<file path="src/rtl/time_display_driver_pkg.sv">
// Shared constants for the time display: segment codes, digit slots and day one-hot values.
// The day constants are also used by the time keeper bench.
package time_display_pkg;

  localparam int unsigned C_NUM_DIGITS = 4;

  // Active-low segment codes, bit order {g,f,e,d,c,b,a}
  localparam logic [6:0] C_SEG_0     = 7'h40;
  localparam logic [6:0] C_SEG_1     = 7'h79;
  localparam logic [6:0] C_SEG_2     = 7'h24;
  localparam logic [6:0] C_SEG_3     = 7'h30;
  localparam logic [6:0] C_SEG_4     = 7'h19;
  localparam logic [6:0] C_SEG_5     = 7'h12;
  localparam logic [6:0] C_SEG_6     = 7'h02;
  localparam logic [6:0] C_SEG_7     = 7'h78;
  localparam logic [6:0] C_SEG_8     = 7'h00;
  localparam logic [6:0] C_SEG_9     = 7'h10;
  localparam logic [6:0] C_SEG_DASH  = 7'h3F;
  localparam logic [6:0] C_SEG_BLANK = 7'h7F;

  localparam logic [6:0] C_SUNDAY    = 7'b0000001;
  localparam logic [6:0] C_MONDAY    = 7'b0000010;
  localparam logic [6:0] C_TUESDAY   = 7'b0000100;
  localparam logic [6:0] C_WEDNESDAY = 7'b0001000;
  localparam logic [6:0] C_THURSDAY  = 7'b0010000;
  localparam logic [6:0] C_FRIDAY    = 7'b0100000;
  localparam logic [6:0] C_SATURDAY  = 7'b1000000;

  typedef enum logic [1:0] {
    DIG_MIN_UNITS  = 2'd0,
    DIG_MIN_TENS   = 2'd1,
    DIG_HOUR_UNITS = 2'd2,
    DIG_HOUR_TENS  = 2'd3
  } digit_e;

  function automatic logic is_one_hot(input logic [6:0] v);
    return (v != 7'd0) && ((v & (v - 7'd1)) == 7'd0);
  endfunction

endpackage

</file>
<file path="src/rtl/time_display_driver_hex_to_seven_seg.sv">
// BCD digit to active-low 7-segment code; anything above 9 renders blank.
module hex_to_seven_seg
  import time_display_pkg::*;
(
  input  logic [3:0] bcd,
  output logic [6:0] seg
);

  always_comb begin
    case (bcd)
      4'd0:    seg = C_SEG_0;
      4'd1:    seg = C_SEG_1;
      4'd2:    seg = C_SEG_2;
      4'd3:    seg = C_SEG_3;
      4'd4:    seg = C_SEG_4;
      4'd5:    seg = C_SEG_5;
      4'd6:    seg = C_SEG_6;
      4'd7:    seg = C_SEG_7;
      4'd8:    seg = C_SEG_8;
      4'd9:    seg = C_SEG_9;
      default: seg = C_SEG_BLANK;
    endcase
  end

endmodule

</file>
<file path="src/rtl/time_display_driver.sv">
// Front-panel driver: 12-hour multiplexed 4-digit display, day LEDs, PM and colon,
// with a blink overlay while the user is setting the time.
module time_display_driver
  import time_display_pkg::*;
#(
  parameter int unsigned g_clk_freq    = 20000,
  parameter int unsigned g_refresh_div = 50
) (
  input  logic       i_clk,
  input  logic       i_reset_n,
  input  logic [6:0] i_day,
  input  logic [4:0] i_hour,
  input  logic [5:0] i_minute,
  input  logic [5:0] i_second,
  input  logic       i_set_time_n,
  output logic [6:0] o_seg_n,
  output logic [3:0] o_dig_n,
  output logic [6:0] o_day_led,
  output logic       o_pm,
  output logic       o_colon
);

  if (g_clk_freq <= 1 || g_refresh_div <= 1) begin : g_bad_params
    $error("time_display_driver: g_clk_freq and g_refresh_div must be greater than 1");
  end

  localparam int unsigned SLOT_W  = $clog2(g_refresh_div);
  localparam int unsigned BLINK_W = $clog2(g_clk_freq);
  localparam logic [SLOT_W-1:0]  SLOT_LAST  = SLOT_W'(g_refresh_div - 1);
  localparam logic [BLINK_W-1:0] BLINK_LAST = BLINK_W'(g_clk_freq - 1);
  localparam logic [BLINK_W-1:0] BLINK_HALF = BLINK_W'(g_clk_freq / 2);

  logic [6:0] day_q;
  logic [4:0] hour_q;
  logic [5:0] minute_q;
  logic [5:0] second_q;
  logic       set_n_q;

  always_ff @(posedge i_clk or negedge i_reset_n) begin
    if (!i_reset_n) begin
      day_q    <= '0;
      hour_q   <= '0;
      minute_q <= '0;
      second_q <= '0;
      set_n_q  <= 1'b1;
    end else begin
      day_q    <= i_day;
      hour_q   <= i_hour;
      minute_q <= i_minute;
      second_q <= i_second;
      set_n_q  <= i_set_time_n;
    end
  end

  logic unused_second_msbs;
  assign unused_second_msbs = ^second_q[5:1];

  // Held at zero outside set mode, so entering set mode always starts in the on phase.
  logic [BLINK_W-1:0] blink_cnt;

  always_ff @(posedge i_clk or negedge i_reset_n) begin
    if (!i_reset_n)                 blink_cnt <= '0;
    else if (set_n_q)               blink_cnt <= '0;
    else if (blink_cnt == BLINK_LAST) blink_cnt <= '0;
    else                            blink_cnt <= blink_cnt + 1'b1;
  end

  digit_e            digit, digit_next;
  logic [SLOT_W-1:0] slot_cnt, slot_next;

  always_ff @(posedge i_clk or negedge i_reset_n) begin
    if (!i_reset_n) begin
      digit    <= DIG_MIN_UNITS;
      slot_cnt <= '0;
    end else begin
      digit    <= digit_next;
      slot_cnt <= slot_next;
    end
  end

  always_comb begin
    digit_next = digit;
    slot_next  = slot_cnt + 1'b1;
    if (slot_cnt == SLOT_LAST) begin
      slot_next = '0;
      case (digit)
        DIG_MIN_UNITS:  digit_next = DIG_MIN_TENS;
        DIG_MIN_TENS:   digit_next = DIG_HOUR_UNITS;
        DIG_HOUR_UNITS: digit_next = DIG_HOUR_TENS;
        default:        digit_next = DIG_MIN_UNITS;
      endcase
    end
  end

  logic       valid;
  logic [3:0] hour12;
  logic [3:0] hour_tens, hour_units, minute_units;
  logic [2:0] minute_tens;

  always_comb begin
    valid = (hour_q <= 5'd23) && (minute_q <= 6'd59);

    if (hour_q == 5'd0)       hour12 = 4'd12;
    else if (hour_q > 5'd12)  hour12 = 4'(hour_q - 5'd12);
    else                      hour12 = hour_q[3:0];

    hour_tens  = (hour12 >= 4'd10) ? 4'd1 : 4'hF;
    hour_units = (hour12 >= 4'd10) ? hour12 - 4'd10 : hour12;

    if (minute_q >= 6'd50)      minute_tens = 3'd5;
    else if (minute_q >= 6'd40) minute_tens = 3'd4;
    else if (minute_q >= 6'd30) minute_tens = 3'd3;
    else if (minute_q >= 6'd20) minute_tens = 3'd2;
    else if (minute_q >= 6'd10) minute_tens = 3'd1;
    else                        minute_tens = 3'd0;
    minute_units = 4'(minute_q - 6'd10 * {3'b000, minute_tens});
  end

  logic [3:0] bcd;
  logic [6:0] bcd_seg;

  hex_to_seven_seg u_hex_to_seven_seg (
    .bcd (bcd),
    .seg (bcd_seg)
  );

  logic [6:0] seg_d, day_d;
  logic [3:0] dig_d;
  logic       pm_d, colon_d, blank_d, blank_q, off;

  always_comb begin
    case (digit)
      DIG_MIN_UNITS:  bcd = minute_units;
      DIG_MIN_TENS:   bcd = {1'b0, minute_tens};
      DIG_HOUR_UNITS: bcd = hour_units;
      default:        bcd = hour_tens;
    endcase

    off     = blink_cnt >= BLINK_HALF;
    blank_d = valid && (digit == DIG_HOUR_TENS) && (hour12 < 4'd10);

    // Segment data changes only on the guard cycle, while all enables are off.
    seg_d = o_seg_n;
    dig_d = 4'hF;
    if (slot_cnt == '0)
      seg_d = valid ? bcd_seg : C_SEG_DASH;
    else if (!off && !blank_q)
      dig_d = ~(4'b0001 << digit);

    day_d   = (!off && is_one_hot(day_q)) ? day_q : '0;
    pm_d    = !off && valid && (hour_q >= 5'd12);
    colon_d = !off && !second_q[0];
  end

  always_ff @(posedge i_clk or negedge i_reset_n) begin
    if (!i_reset_n) begin
      o_seg_n   <= C_SEG_BLANK;
      o_dig_n   <= 4'hF;
      o_day_led <= '0;
      o_pm      <= 1'b0;
      o_colon   <= 1'b0;
      blank_q   <= 1'b0;
    end else begin
      o_seg_n   <= seg_d;
      o_dig_n   <= dig_d;
      o_day_led <= day_d;
      o_pm      <= pm_d;
      o_colon   <= colon_d;
      if (slot_cnt == '0) blank_q <= blank_d;
    end
  end

endmodule

</file>
<file path="config.mk">
export PLATFORM = sky130hd
export DESIGN_NAME = time_display_driver
export DESIGN_NICKNAME = d
export VERILOG_FILES = /design/src/rtl/time_display_driver_pkg.sv /design/src/rtl/time_display_driver_hex_to_seven_seg.sv /design/src/rtl/time_display_driver.sv
export SDC_FILE = /design/constraint.sdc
export NUM_CORES = 1
export LEC_CHECK = 0
export CORE_MARGIN = 8
export CORE_UTILIZATION = 40
export CTS_CLUSTER_DIAMETER = 30
export DETAILED_ROUTE_END_ITERATION = 16
export HOLD_SLACK_MARGIN = 0.05
export PLACE_DENSITY = 0.69
export RECOVER_POWER = 100
export SLEW_MARGIN = 30
export SYNTH_ARGS = -nofsm -noshare
export SYNTH_HDL_FRONTEND = slang
export SYNTH_SLANG_ARGS = --single-unit
export TNS_END_PERCENT = 5
</file>
<file path="constraint.sdc">
create_clock -name i_clk -period 3 [get_ports i_clk]
set_input_delay 0.75 -clock i_clk [delete_from_list [all_inputs] [get_ports i_clk]]
set_output_delay 0.75 -clock i_clk [all_outputs]
set_load 0.02 [all_outputs]
</file>
### After elaboration in Yosys (flattened, before gate mapping)

Memory sizes are Yosys's and may differ from the RTL's.
Index checks and enable logic that the tools add are counted.
W data, S select, Z words.

* bits in registers: 64
* latch bits: 0
* memory bits (writable): 0
* bits in read-only memories: 112
* bits of input ports: 27
* output and inout port bits: 20
* logic and storage cells: 77
* memories kept: 1

Memory list
* (no name shown): words 16, bits a word 7, read ports 1, clocked after Yosys merged registers in 0, wr ports 0, line time_display_driver_hex_to_seven_seg.sv:10 `case (bcd)`

* add/sub/neg operators: 6
* multiply operators: 1
* divide/modulo/power cells: 0
* $lt $le $gt $ge: 12
* equality and inequality tests: 5
* shifts and indexed selects: 1
* multiplexer cells: 18
* bitwise gates (word level): 2
* reductions and logical operators: 17

Operator list (count)
* $mux W15: 2
* $mux W4: 6
* $add A15 B1 Y15 const B: 1
* $eq A15 B15 Y1 const B: 1
* $ge A15 B14 Y1 const B: 1
* $mux W7: 2
* $ge A6 B5 Y1 const B: 2
* $ge A6 B6 Y1 const B: 2
* $pmux W4 S3: 1
* $logic_and A1 B1 Y1: 9
* $sub A4 B4 Y4 const B: 2
* $and A7 B7 Y7: 1
* $logic_not A7 Y1: 1
* $reduce_bool A7 Y1: 1
* $sub A7 B1 Y7 const B: 1
* $add A6 B1 Y6 const B: 1
* $eq A6 B6 Y1 const B: 1
* $ge A6 B4 Y1 const B: 1
* $le A6 B6 Y1 const B: 1
* $logic_not A6 Y1: 1
* $mux W3: 2
* $mux W6: 1
* $pmux W2 S3: 1
* $ge A5 B4 Y1 const B: 1
* 15 further kinds: 19

### Depth between registers and ports, before layout

Gate-level depths: netlist of the first run.
An unclocked memory read counts as a cell.

* depth in word-level cells: 11
* depth in mapped cells: 14
* mapped depth without buffers: 13

### Cells and area by module

A second synthesis of the first run with hierarchy kept.

* cell total of the unflattened synthesis: 308
* area, all modules: 3213.1 sq um

Modules (own cells, without submodules)
* time_display_driver: instances 1, cells an instance 277, area each 3012.9 sq um, seq. area each 1616.6 sq um
* hex_to_seven_seg: instances 1, cells an instance 31, area each 200.2 sq um, seq. area each 0.0 sq um

### Least setup slack after synthesis of the first run

Ideal clock, no wire load.

* kind: reg-to-reg
* start point: reg minute_q[2]
* end point: reg o_seg_n[1]
* library setup time: 0.083 ns
* arrival time: 3.148 ns
* required time: 2.917 ns
* path slack: -0.231 ns
* stages on the path, launching flop included: 14
* buffers on the path: 0
* clock period less this slack: 3.231 ns
* cells stage by stage: dfrtp_1 -> nand2b_1 -> o311ai_0 -> o31ai_1 -> ha_1 -> inv_1 -> fa_1 -> nand2_1 -> and2_1 -> or4b_2 -> o211a_1 -> nor2_2 -> nor3_1 -> o32a_1

* cells in the longest elaborated chain, start to end: 11
* elaborated cells on any way between the ends: 17
* classes of those cells: add/sub: 1; mul: 1; order compare: 6; mux: 7; reduce/logical: 1; memory: 1

RTL lines
* start, declared: line time_display_driver.sv:35 `logic [5:0] minute_q;`
* start signal, assigned: line time_display_driver.sv:49 `minute_q <= i_minute;`
* $ge A6 B4 Y1: line time_display_driver.sv:114 `else if (minute_q >= 6'd10) minute_tens = 3'd1;`
* $mux W1: line time_display_driver.sv:114
* $mux W2: line time_display_driver.sv:113 `else if (minute_q >= 6'd20) minute_tens = 3'd2;`
* $mux W2: line time_display_driver.sv:112 `else if (minute_q >= 6'd30) minute_tens = 3'd3;`
* $mux W3: line time_display_driver.sv:111 `else if (minute_q >= 6'd40) minute_tens = 3'd4;`
* $mux W3: line time_display_driver.sv:110 `if (minute_q >= 6'd50) minute_tens = 3'd5;`
* $mul A3 B3 Y3: line time_display_driver.sv:116 `minute_units = 4'(minute_q - 6'd10 * {3'b000, minute_tens});`
* $sub A4 B4 Y4: line time_display_driver.sv:116
* $pmux W4 S3: line time_display_driver.sv:132 `case (digit)`
* $mem_v2 Z16 W7
* $mux W7 *: line time_display_driver.sv:146 `seg_d = valid ? bcd_seg : C_SEG_DASH;`
* end signal, assigned: line time_display_driver.sv:164 `o_seg_n <= seg_d;`
* end, declared: line time_display_driver.sv:16 `output logic [6:0] o_seg_n,`

Mark *: on every way between the ends. The rest lies on a longest branch, timed or not.
A chain may end at the register's enable or synchronous reset.

### Worst setup path after layout of the first run

Ends and elaborated chain as after synthesis.

==> results.json, run 1 <==
{
  "fin_nets": 445,
  "post_synth_main_area_contributors": "sky130_fd_sc_hd__dfrtp_1, sky130_fd_sc_hd__dfstp_2, sky130_fd_sc_hd__ha_1",
  "max_clock_skew_ns": 0.01435,
  "fp-row-count": 33,
  "rsz_0062_raised_after_global_routing": "true",
  "initial_core_util_pct": 40.76,
  "clkTransAtPathRegs_ns": 0.08,
  "fp.dieW_um": 107.0,
  "first_global_vias": 2727,
  "finalHoldViolCount": 0,
  "achievable-frequency_mhz": 323.6,
  "worst_pin_slew_ns": 1.558,
  "drt_drc_violations_left": 0,
  "cts-buffers-inserted": 9,
  "fin_util_pct": 52.64,
  "antenna_cells_inserted": 0,
  "die_h_um": 107.0,
  "final_setup_violation_count": 7,
  "placed_cells_incl_taps": 488,
  "min-delay-path-class": "flop to flop",
  "grt_antenna_before_repair": 0,
  "critical_path.max_fanout": 4,
  "area_growth_syn_to_layout_pct": 29.13,
  "critPathLaunchType": "flop",
  "dpl.hpwl_um": 5176,
  "layout.cells.non_filler": 505,
  "power.static_leakage_nw": 1.887,
  "num_io_pins": 47,
  "flip_flop_and_latch_count_after_synthesis": 64,
  "placeableCoreArea_um2": 8134,
  "root_buffer_cell": "sky130_fd_sc_hd__clkbuf_8",
  "global_route.overflow_total": 0,
  "synth_async_sr_flop_share_pct": 100.0,
  "pin_count_of_the_biggest_net_entering_global_routing": 39,
  "yosys_warnings": 0,
  "grt_pass1_wl_um": 12010,
  "drt_first_pass_iters": 4,
  "routed-via-count": 2619,
  "fp.dieArea_um2": 11460,
  "drtAntennaViolNets": 0,
  "portBuffers": 41,
  "htree_num_levels": 3,
  "grt_usage_pct": 13.02,
  "cts_max_path_buffers": 2,
  "postCtsHoldBufs": 0,
  "power_per_cell_area_nw_per_um2": 479.0,
  "synth_edf_count": 0,
  "insertion_delay_of_the_later_clocked_pin_in_the_worst_skew_pair_ns": 0.34,
  "route.detailed.wl_per_inst_um": 13.70,
  "synth.largest_area_cell": "sky130_fd_sc_hd__dfrtp_1",
  "end_kind": "flop",
  "filler_cell_count": 724,
  "mapped_nets": 377,
  "peakVddDrop_mv": 0.2669,
  "timing.max_cap.violations": 1,
  "failing_checks": "max-capacitance violations, max-slew violations, negative setup slack",
  "wl_um": 6921,
  "seq_area_frac_synth_pct": 48.75,
  "drt-vias-per-instance": 5.186,
  "status": "finished, violations left",
  "fin_ws_ns": -0.09035,
  "syn_inst": 328,
  "totalPowerFinal_mw": 2.051,
  "detail_route.iter0.violations": 66,
  "cts_tree": "yes",
  "globalplace.congestion": 0.8264,
  "finalCriticalPeriod_ns": 3.090,
  "cp_data_required_time_ns": 3.26,
  "syn-cell-area_um2": 3316,
  "final-max-slew-violation-count": 39,
  "layout-drive-gt1-share_pct": 20.00,
  "yosys.area.top_type_share_pct": 39.25,
  "timing.hold.ws_ns": 0.3973,
  "synth_cell_types": 57,
  "slew-limit-headroom_pct": -4.008,
  "flip_flop_cell_with_the_highest_count_after_synthesis": "sky130_fd_sc_hd__dfrtp_1",
  "period_share_pct": 103.0,
  "clock_sinks": 64,
  "synth.avg_cell_area_um2": 10.11,
  "timing.critical_path.arrival_ns": 3.36,
  "worst-setup-path-type": "flop to flop"
}
[per-layer routing]
| layer | wire length (um) | GRT usage, % |
|---|---|---|
| met5 | 0 | 0 |
| met4 | 118 | 6.332 |
| met3 | 282 | 3.779 |
| met2 | 3644 | 22.86 |
| met1 | 2876 | 14.02 |
[area by class of cell]
class	instances	area (um^2)	share of cell area, %
clock inverters	2	12.51	0.2922
inverters	29	108.9	2.542
multi-input cells	225	1630	38.08
flip-flops and latches	64	1619	37.81
well taps	105	131.4	3.068
repair buffers	67	600.6	14.03
clock buffers	13	178.9	4.179
[final timing paths]
path / startpoint / endpoint / slack, ns / cells after the start
worst max-delay path: minute_q[2]$_DFF_PN0_ / o_seg_n[1]$_DFFE_PN1P_ / -0.09 / 13
worst min-delay path: second_q[0]$_DFF_PN0_ / o_colon$_DFF_PN0_ / 0.40 / 1
worst max register to register: minute_q[2]$_DFF_PN0_ / o_seg_n[1]$_DFFE_PN1P_ / -0.09 / 13
worst min register to register: second_q[0]$_DFF_PN0_ / o_colon$_DFF_PN0_ / 0.40 / 1
max in group asynchronous: i_reset_n / minute_q[4]$_DFF_PN0_ / 0.52 / 2
min in group asynchronous: i_reset_n / digit[1]$_DFFE_PN0N_ / 0.44 / 1
[layout by cell type (no fill, tap or decap), types with 3 or more instances in the layout]
cell type | netlist | routed
sky130_fd_sc_hd__dlygate4sd3_1 | 0 | 40
sky130_fd_sc_hd__clkbuf_8 | 0 | 13
sky130_fd_sc_hd__nand3_1 | 17 | 17
sky130_fd_sc_hd__dfrtp_1 | 52 | 50
sky130_fd_sc_hd__nand4_1 | 3 | 3
sky130_fd_sc_hd__and4_1 | 4 | 4
sky130_fd_sc_hd__o21ai_0 | 14 | 14
sky130_fd_sc_hd__xor2_1 | 10 | 8
sky130_fd_sc_hd__nor3b_1 | 3 | 3
sky130_fd_sc_hd__a21oi_1 | 11 | 11
sky130_fd_sc_hd__nor2b_1 | 3 | 3
sky130_fd_sc_hd__and3_1 | 4 | 4
sky130_fd_sc_hd__o211ai_1 | 5 | 5
sky130_fd_sc_hd__nor3_1 | 4 | 4
sky130_fd_sc_hd__ha_1 | 21 | 20
sky130_fd_sc_hd__dfstp_2 | 12 | 12
sky130_fd_sc_hd__nor2_1 | 41 | 40
sky130_fd_sc_hd__nand2_1 | 17 | 17
sky130_fd_sc_hd__buf_4 | 0 | 20
sky130_fd_sc_hd__inv_1 | 29 | 29
sky130_fd_sc_hd__a21o_1 | 3 | 3
sky130_fd_sc_hd__clkbuf_1 | 6 | 4
sky130_fd_sc_hd__or3_2 | 3 | 3
sky130_fd_sc_hd__nor4_1 | 3 | 3
sky130_fd_sc_hd__xnor2_1 | 8 | 8
sky130_fd_sc_hd__o22a_1 | 3 | 3
[cells by family (layout without fill, tap and decap cells)]
| logic type | after synthesis | after routing | share of synthesized area [%] |
|---|---|---|---|
| simple gates | 120 | 120 | 18.94 |
| compound gates | 65 | 65 | 14.45 |
| flops | 64 | 64 | 48.75 |
| buf+inv | 39 | 111 | 4.566 |
| fa+ha+maj | 22 | 22 | 8.528 |
| xor+xnor | 18 | 18 | 4.755 |
[repair_timing]
item	CTS	global route
pin swaps	5	2
buffers inserted	2	0
gates resized for setup	6	9
setup endpoints to repair	7	7
[cell usage after synthesis, drive strengths merged (6+ instances only)]
| cell type | instances |
|---|---|
| a21oi | 11 |
| dfrtp | 52 |
| nand3 | 17 |
| xor2 | 10 |
| clkbuf | 6 |
| ha | 21 |
| dfstp | 12 |
| nor2 | 42 |
| nand2 | 17 |
| inv | 29 |
| o21ai | 14 |
| xnor2 | 8 |
[state kept, by name (all words and copies together) (netlist names)]
name       count
o_dig_n        4
day_q          7
hour_q         5
blink_cnt     15
set_n_q        1
o_colon        1
blank_q        1
o_day_led      7
second_q       1
minute_q       6
slot_cnt       6
o_seg_n        7
digit          2
o_pm           1
[power breakdown]
part | total [mW] | internal [mW] | switching [mW]
Clock | 0.702 | 0.384 | 0.318
Combinational | 0.395 | 0.192 | 0.203
Sequential | 0.954 | 0.925 | 0.0292
[critical path, stage by stage (launching register included)]
cell                       delay, ns
sky130_fd_sc_hd__dfrtp_2        0.42
sky130_fd_sc_hd__nand2b_4       0.16
sky130_fd_sc_hd__xor2_2         0.15
sky130_fd_sc_hd__o31ai_2        0.27
sky130_fd_sc_hd__ha_2           0.21
sky130_fd_sc_hd__inv_1          0.04
sky130_fd_sc_hd__fa_1           0.44
sky130_fd_sc_hd__nand2_1        0.09
sky130_fd_sc_hd__and2_4         0.14
sky130_fd_sc_hd__or4b_4         0.46
sky130_fd_sc_hd__o211a_4        0.17
sky130_fd_sc_hd__nor2_4         0.13
sky130_fd_sc_hd__nor3_1         0.07
sky130_fd_sc_hd__o32a_1         0.28
[stage by stage]
stage	setup TNS, ns	setup slack (ns)	cell area, um^2
2_1_floorplan	-0.2096	-0.06853	3333
3_3_place_gp	-1.238	-0.2183	4020
3_5_place_dp	-1.771	-0.3013	4020
4_1_cts	-0.8607	-0.1509	4253
5_1_grt	-1.330	-0.2098	4282
6_report	-0.4079	-0.09035	4282
Note: power is estimated with default switching activity, not from simulation.
==> run 2, diff against run 1 <==
--- a/config.mk
+++ b/config.mk
@@ -6,12 +6,13 @@
 export NUM_CORES = 1
 export LEC_CHECK = 0
 export CORE_MARGIN = 8
-export CORE_UTILIZATION = 40
+export CORE_UTILIZATION = 35
 export CTS_CLUSTER_DIAMETER = 30
 export DETAILED_ROUTE_END_ITERATION = 16
 export HOLD_SLACK_MARGIN = 0.05
-export PLACE_DENSITY = 0.69
+export PLACE_DENSITY = 0.62
 export RECOVER_POWER = 100
+export REMOVE_ABC_BUFFERS = 1
 export SLEW_MARGIN = 30
 export SYNTH_ARGS = -nofsm -noshare
 export SYNTH_HDL_FRONTEND = slang
==> results.json, run 2 (synthesis gave the netlist of run 1 again) <==
{
  "wl_um": 7119,
  "critical-path-max-stage-delay_ns": 0.45,
  "fin_util_pct": 46.34,
  "fin_nets": 442,
  "power_per_cell_area_nw_per_um2": 510.8,
  "grt_usage_pct": 11.87,
  "drt_first_pass_iters": 4,
  "largest_register_ffs": 15,
  "most_common_library_cell_in_the_layout_ignoring_fill_and_taps": "sky130_fd_sc_hd__dfrtp_1",
  "failing_checks": "negative setup slack",
  "cpLargestDelayFamily": "simple AND/OR/NAND/NOR gates",
  "power.static_leakage_nw": 1.875,
  "critPathLaunchType": "flop",
  "min-delay-path-class": "flop to flop",
  "finalHoldViolCount": 0,
  "routed-via-count": 2589,
  "cts-buffers-inserted": 9,
  "max_clock_skew_ns": 0.01288,
  "portBuffers": 41,
  "timing.max_cap.violations": 0,
  "slew-limit-headroom_pct": 10.97,
  "insertion_delay_of_the_later_clocked_pin_in_the_worst_skew_pair_ns": 0.34,
  "fin_ws_ns": -0.1494,
  "drtAntennaViolNets": 0,
  "root_buffer_cell": "sky130_fd_sc_hd__clkbuf_8",
  "global_route.overflow_total": 0,
  "cp_data_required_time_ns": 3.24,
  "layout-drive-gt1-share_pct": 18.59,
  "fp.dieArea_um2": 12840,
  "peakVddDrop_mv": 0.2909,
  "htree_num_levels": 3,
  "layout.cells.non_filler": 509,
  "initial_core_util_pct": 36.05,
  "drt_drc_violations_left": 0,
  "detail_route.iter0.violations": 78,
  "die_h_um": 113.3,
  "timing.critical_path.buf_inv": 2,
  "critical_path.max_fanout": 4,
  "cts_max_path_buffers": 2,
  "grt_antenna_before_repair": 0,
  "final-max-slew-violation-count": 0,
  "globalplace.congestion": 0.8076,
  "antenna_cells_inserted": 0,
  "worst_pin_slew_ns": 1.335,
  "first_global_vias": 2753,
  "area_growth_syn_to_layout_pct": 28.53,
  "dp_slack_ns": -0.3593,
  "dpl.hpwl_um": 5263,
  "clkTransAtPathRegs_ns": 0.08,
  "clock_sinks": 64,
  "largest_register": "blink_cnt",
  "worst-setup-path-type": "flop to flop",
  "drt-vias-per-instance": 5.086,
  "final_setup_violation_count": 7,
  "pin_count_of_the_biggest_net_entering_global_routing": 40,
  "fp.dieW_um": 113.3,
  "slowest_cell_on_the_critical_path": "sky130_fd_sc_hd__or4b_4",
  "rsz_0062_raised_after_global_routing": "true",
  "fp-row-count": 35,
  "status": "finished, violations left",
  "cell_breakdown_of_the_critical_path": "nand2b_4, xor2_1, o31ai_2, ha_2, inv_1, fa_1, nand2_1, and2_4, or4b_4, o211a_4, nor2_4, buf_6, and3_4, o32ai_1",
  "timing.critical_path.arrival_ns": 3.39,
  "placeableCoreArea_um2": 9196,
  "num_io_pins": 47,
  "end_kind": "flop",
  "period_share_pct": 105.0,
  "achievable-frequency_mhz": 317.5,
  "finalCriticalPeriod_ns": 3.149,
  "route.detailed.wl_per_inst_um": 13.99,
  "cts_tree": "yes",
  "r2r_setup_slack_ns": -0.15,
  "final_cell_mix": "sky130_fd_sc_hd__dfrtp_1, sky130_fd_sc_hd__nor2_1, sky130_fd_sc_hd__dlygate4sd3_1, sky130_fd_sc_hd__inv_1, sky130_fd_sc_hd__ha_1",
  "grt_pass1_wl_um": 12420,
  "placed_cells_incl_taps": 490
}
-- run 2: what timing repair did --
action                                  CTS  global route
hold buffers                              0             0
gates resized for setup                  13             1
endpoints found under the setup margin    7             7
pin swaps                                 5             0
setup buffers                             3             0
-- run 2: worst paths after layout --
check | cells past startpoint | from | endpoint
max in group asynchronous | 2 | i_reset_n | minute_q[4]$_DFF_PN0_
min | 1 | second_q[0]$_DFF_PN0_ | o_colon$_DFF_PN0_
max | 14 | minute_q[2]$_DFF_PN0_ | o_seg_n[6]$_DFFE_PN1P_
min reg2reg | 1 | second_q[0]$_DFF_PN0_ | o_colon$_DFF_PN0_
min in group asynchronous | 1 | i_reset_n | day_q[0]$_DFF_PN0_
max reg2reg | 14 | minute_q[2]$_DFF_PN0_ | o_seg_n[6]$_DFFE_PN1P_
-- run 2: power by group --
| group | leakage [nW] | total (mW) | internal, mW | switching (mW) |
|---|---|---|---|---|
| logic | 0.980 | 0.382 | 0.184 | 0.198 |
| registers | 0.787 | 0.955 | 0.925 | 0.0304 |
| clock network | 0.109 | 0.840 | 0.493 | 0.347 |
-- run 2: cell type report --
class,instances,area [um^2]
Timing Repair Buffer,64,570.5
Inverter,29,108.9
Clock inverter,6,92.59
Sequential cell,64,1618
Tap cell,111,138.9
Multi-Input combinational cell,225,1595
Clock buffer,10,137.6
Fill cell,866,4935
-- run 2: layer usage --
metal	vias to the layer above	GRT usage [%]	wire, um
li1	1275	-	-
met4	0	4.707	135
met1	1262	13.20	3074
met2	37	20.83	3642
met5	-	0	0
met3	15	3.461	267
-- run 2: metrics by stage --
stage	power [mW]	area, um^2	setup TNS (ns)	hold slack (ns)
final	2.177	4262	-0.8524	0.3983
after global routing	2.290	4262	-1.839	0.4255
after CTS	2.226	4284	-0.6739	0.4023
after detailed placement	1.345	3980	-1.788	0.3869
after global placement	1.340	3980	-1.642	0.3810
after floorplan	1.166	3273	-0.9112	0.3777
==> run 3, diff against run 2 <==
--- a/config.mk
+++ b/config.mk
@@ -5,9 +5,11 @@
 export SDC_FILE = /design/constraint.sdc
 export NUM_CORES = 1
 export LEC_CHECK = 0
-export CORE_MARGIN = 8
+export ABC_AREA = 1
+export CORE_MARGIN = 2
 export CORE_UTILIZATION = 35
 export CTS_CLUSTER_DIAMETER = 30
+export CTS_CLUSTER_SIZE = 30
 export DETAILED_ROUTE_END_ITERATION = 16
 export HOLD_SLACK_MARGIN = 0.05
 export PLACE_DENSITY = 0.62
==> results.json, run 3 <==
{
  "status": "finished clean",
  "yosys_warnings": 0,
  "cpLargestDelayFamily": "simple AND/OR/NAND/NOR gates",
  "most_common_library_cell_in_the_layout_ignoring_fill_and_taps": "sky130_fd_sc_hd__inv_1",
  "layout-drive-gt1-share_pct": 14.72,
  "achievable-frequency_mhz": 377.6,
  "syn-cell-area_um2": 3317,
  "synth_edf_count": 0,
  "timing.hold.ws_ns": 0.4000,
  "drt_first_pass_iters": 4,
  "totalNegativeSetupSlack_ns": 0,
  "grt_antenna_before_repair": 0,
  "grt_usage_pct": 14.14,
  "pin_count_of_the_biggest_net_entering_global_routing": 39,
  "most_frequently_used_cell_type_in_the_post_synthesis_netlist": "sky130_fd_sc_hd__inv_1",
  "peakVddDrop_mv": 0.2467,
  "postCtsSetupRepairBufs": 0,
  "globalplace.congestion": 0.8770,
  "synth.largest_area_cell": "sky130_fd_sc_hd__dfrtp_1",
  "rsz_0062_raised_after_global_routing": "false",
  "wl_um": 6272,
  "route.detailed.wl_per_inst_um": 11.64,
  "final_setup_violation_count": 0,
  "final_cell_mix": "sky130_fd_sc_hd__inv_1, sky130_fd_sc_hd__nand2_1, sky130_fd_sc_hd__dfrtp_1, sky130_fd_sc_hd__nor2_1, sky130_fd_sc_hd__dlygate4sd3_1",
  "flip_flop_cell_with_the_highest_count_after_synthesis": "sky130_fd_sc_hd__dfrtp_1",
  "timing.max_cap.violations": 0,
  "power.static_leakage_nw": 1.989,
  "num_io_pins": 47,
  "min-delay-path-class": "flop to flop",
  "placeableCoreArea_um2": 9196,
  "worst_pin_slew_ns": 1.366,
  "largest_register_ffs": 15,
  "dpl.hpwl_um": 4791,
  "r2r_setup_slack_ns": 0.35,
  "worst-setup-path-type": "flop to flop",
  "clock_sinks": 64,
  "critical-path-max-stage-delay_ns": 0.43,
  "finalCriticalPeriod_ns": 2.648,
  "timing.critical_path.arrival_ns": 2.93,
  "end_kind": "flop",
  "cell_breakdown_of_the_critical_path": "o21ai_0, nand2_1, o21ai_0, nand2_1, nand2_1, nand2_1, ha_1, inv_1, fa_1, a22oi_1, nand2_2, nand2_1, nand3_2, nand2_2, nand2_2, nor2_1, nor2_1",
  "cts-buffers-inserted": 9,
  "fp.dieW_um": 101.4,
  "cts_tree": "yes",
  "clkTransAtPathRegs_ns": 0.07,
  "critPathLaunchType": "flop",
  "max_clock_skew_ns": 0.01314,
  "cell_area_after_placement_um2": 3881,
  "postCtsHoldBufs": 0,
  "critical-path-top-cell-by-count": "sky130_fd_sc_hd__nand2_1",
  "post_synth_main_area_contributors": "sky130_fd_sc_hd__dfrtp_1, sky130_fd_sc_hd__dfstp_2, sky130_fd_sc_hd__ha_1",
  "final_area_um2": 4036,
  "largest_register": "blink_cnt",
  "synth.top_cells.by_count": "sky130_fd_sc_hd__inv_1, sky130_fd_sc_hd__nand2_1, sky130_fd_sc_hd__dfrtp_1, sky130_fd_sc_hd__nor2_1, sky130_fd_sc_hd__nand3_1",
  "routed-via-count": 2496,
  "critical_path.max_fanout": 4,
  "cts_max_path_buffers": 2,
  "drt-vias-per-instance": 4.631,
  "area_growth_syn_to_layout_pct": 21.69,
  "cp_data_required_time_ns": 3.28,
  "timing.critical_path.buf_inv": 1,
  "fp-row-count": 35,
  "drtAntennaViolNets": 0,
  "fp.dieArea_um2": 10270,
  "synth_async_sr_flop_share_pct": 100.0,
  "cts_repair_resize_count": 0,
  "initial_core_util_pct": 36.07,
  "detail_route.iter0.violations": 111,
  "root_buffer_cell": "sky130_fd_sc_hd__clkbuf_8",
  "htree_num_levels": 3,
  "grt_pass1_wl_um": 11280,
  "syn_inst": 370,
  "die_h_um": 101.4,
  "yosys.area.top_type_share_pct": 39.23,
  "first_global_vias": 2444,
  "seq_area_frac_synth_pct": 48.74,
  "global_route.overflow_total": 0,
  "fin_ws_ns": 0.3518,
  "flip_flop_and_latch_count_after_synthesis": 64,
  "slowest_cell_on_the_critical_path": "sky130_fd_sc_hd__dfrtp_1",
  "synth_cell_types": 46,
  "synth.avg_cell_area_um2": 8.965,
  "portBuffers": 41,
  "final-max-slew-violation-count": 0,
  "slew-limit-headroom_pct": 8.946,
  "finalHoldViolCount": 0,
  "power_per_cell_area_nw_per_um2": 487.2,
  "antenna_cells_inserted": 0,
  "dp_slack_ns": 0.3758,
  "drt_drc_violations_left": 0,
  "period_share_pct": 88.27,
  "insertion_delay_of_the_later_clocked_pin_in_the_worst_skew_pair_ns": 0.34,
  "fin_nets": 472
}
-- run 3: cell count changes after synthesis, sizes merged, moves of 4 or more --
cell / delta
xor2: -8
xnor2: -7
or3: -4
nand2: +52
o21ai: -4
nand3: +12
nor2: +5
inv: +35
and4: -4
and3: -4
a21oi: +5
or2: +8
buf: -4
clkbuf: -6
-- run 3: area by class of cell --
class,instances,area (um^2)
Clock inverter,2,12.51
Inverter,65,245.2
Sequential cell,64,1617
Fill cell,906,5160
Multi-Input combinational cell,241,1441
Tap cell,111,138.9
Clock buffer,14,172.7
Timing Repair Buffer,42,409.1
-- run 3: final timing paths --
| kind | endpoint | cells past startpoint | start |
|---|---|---|---|
| worst max-delay path | o_seg_n[3]$_DFFE_PN1P_ | 17 | minute_q[2]$_DFF_PN0_ |
| worst min-delay path | o_colon$_DFF_PN0_ | 1 | second_q[0]$_DFF_PN0_ |
| worst max register to register | o_seg_n[3]$_DFFE_PN1P_ | 17 | minute_q[2]$_DFF_PN0_ |
| worst min register to register | o_colon$_DFF_PN0_ | 1 | second_q[0]$_DFF_PN0_ |
| max in group asynchronous | slot_cnt[3]$_DFF_PN0_ | 2 | i_reset_n |
| min in group asynchronous | day_q[1]$_DFF_PN0_ | 1 | i_reset_n |
-- run 3: cells by family (layout without fill, tap and decap cells) --
group / after synthesis / after routing / share of synthesized area, %
AND/OR/NAND/NOR: 172 / 172 / 26.22
buffers and inverters: 65 / 123 / 7.393
flip-flops: 64 / 64 / 48.74
AO/OA/AOI/OAI: 44 / 44 / 8.336
adder cells (fa/ha/maj): 22 / 22 / 8.525
XOR/XNOR: 3 / 3 / 0.7923
-- run 3: where the power goes --
group | total, mW | switching (mW) | leakage, nW | internal, mW
Combinational | 0.331 | 0.191 | 1.11 | 0.140
Clock | 0.685 | 0.318 | 0.0927 | 0.367
Sequential | 0.951 | 0.0271 | 0.788 | 0.924
Total | 1.97 | 0.536 | 1.99 | 1.43
-- run 3: metal layers --
metal  GRT usage [%]  vias up  share of wire [%]
li1                -     1288                  -
met3           3.934        7                3.8
met1           17.34     1166                 44
met2           23.79       35                 51
met5               0        -                  0
met4           5.301        0                1.5
-- run 3: stage by stage --
step                      util [%]  power (mW)  cells
final                        43.89       1.966    539
after global routing         43.89       2.083    539
after CTS                    44.22       2.018    539
after detailed placement     42.20       1.322    523
after global placement       42.20       1.314    523
after floorplan                  -       1.185    370
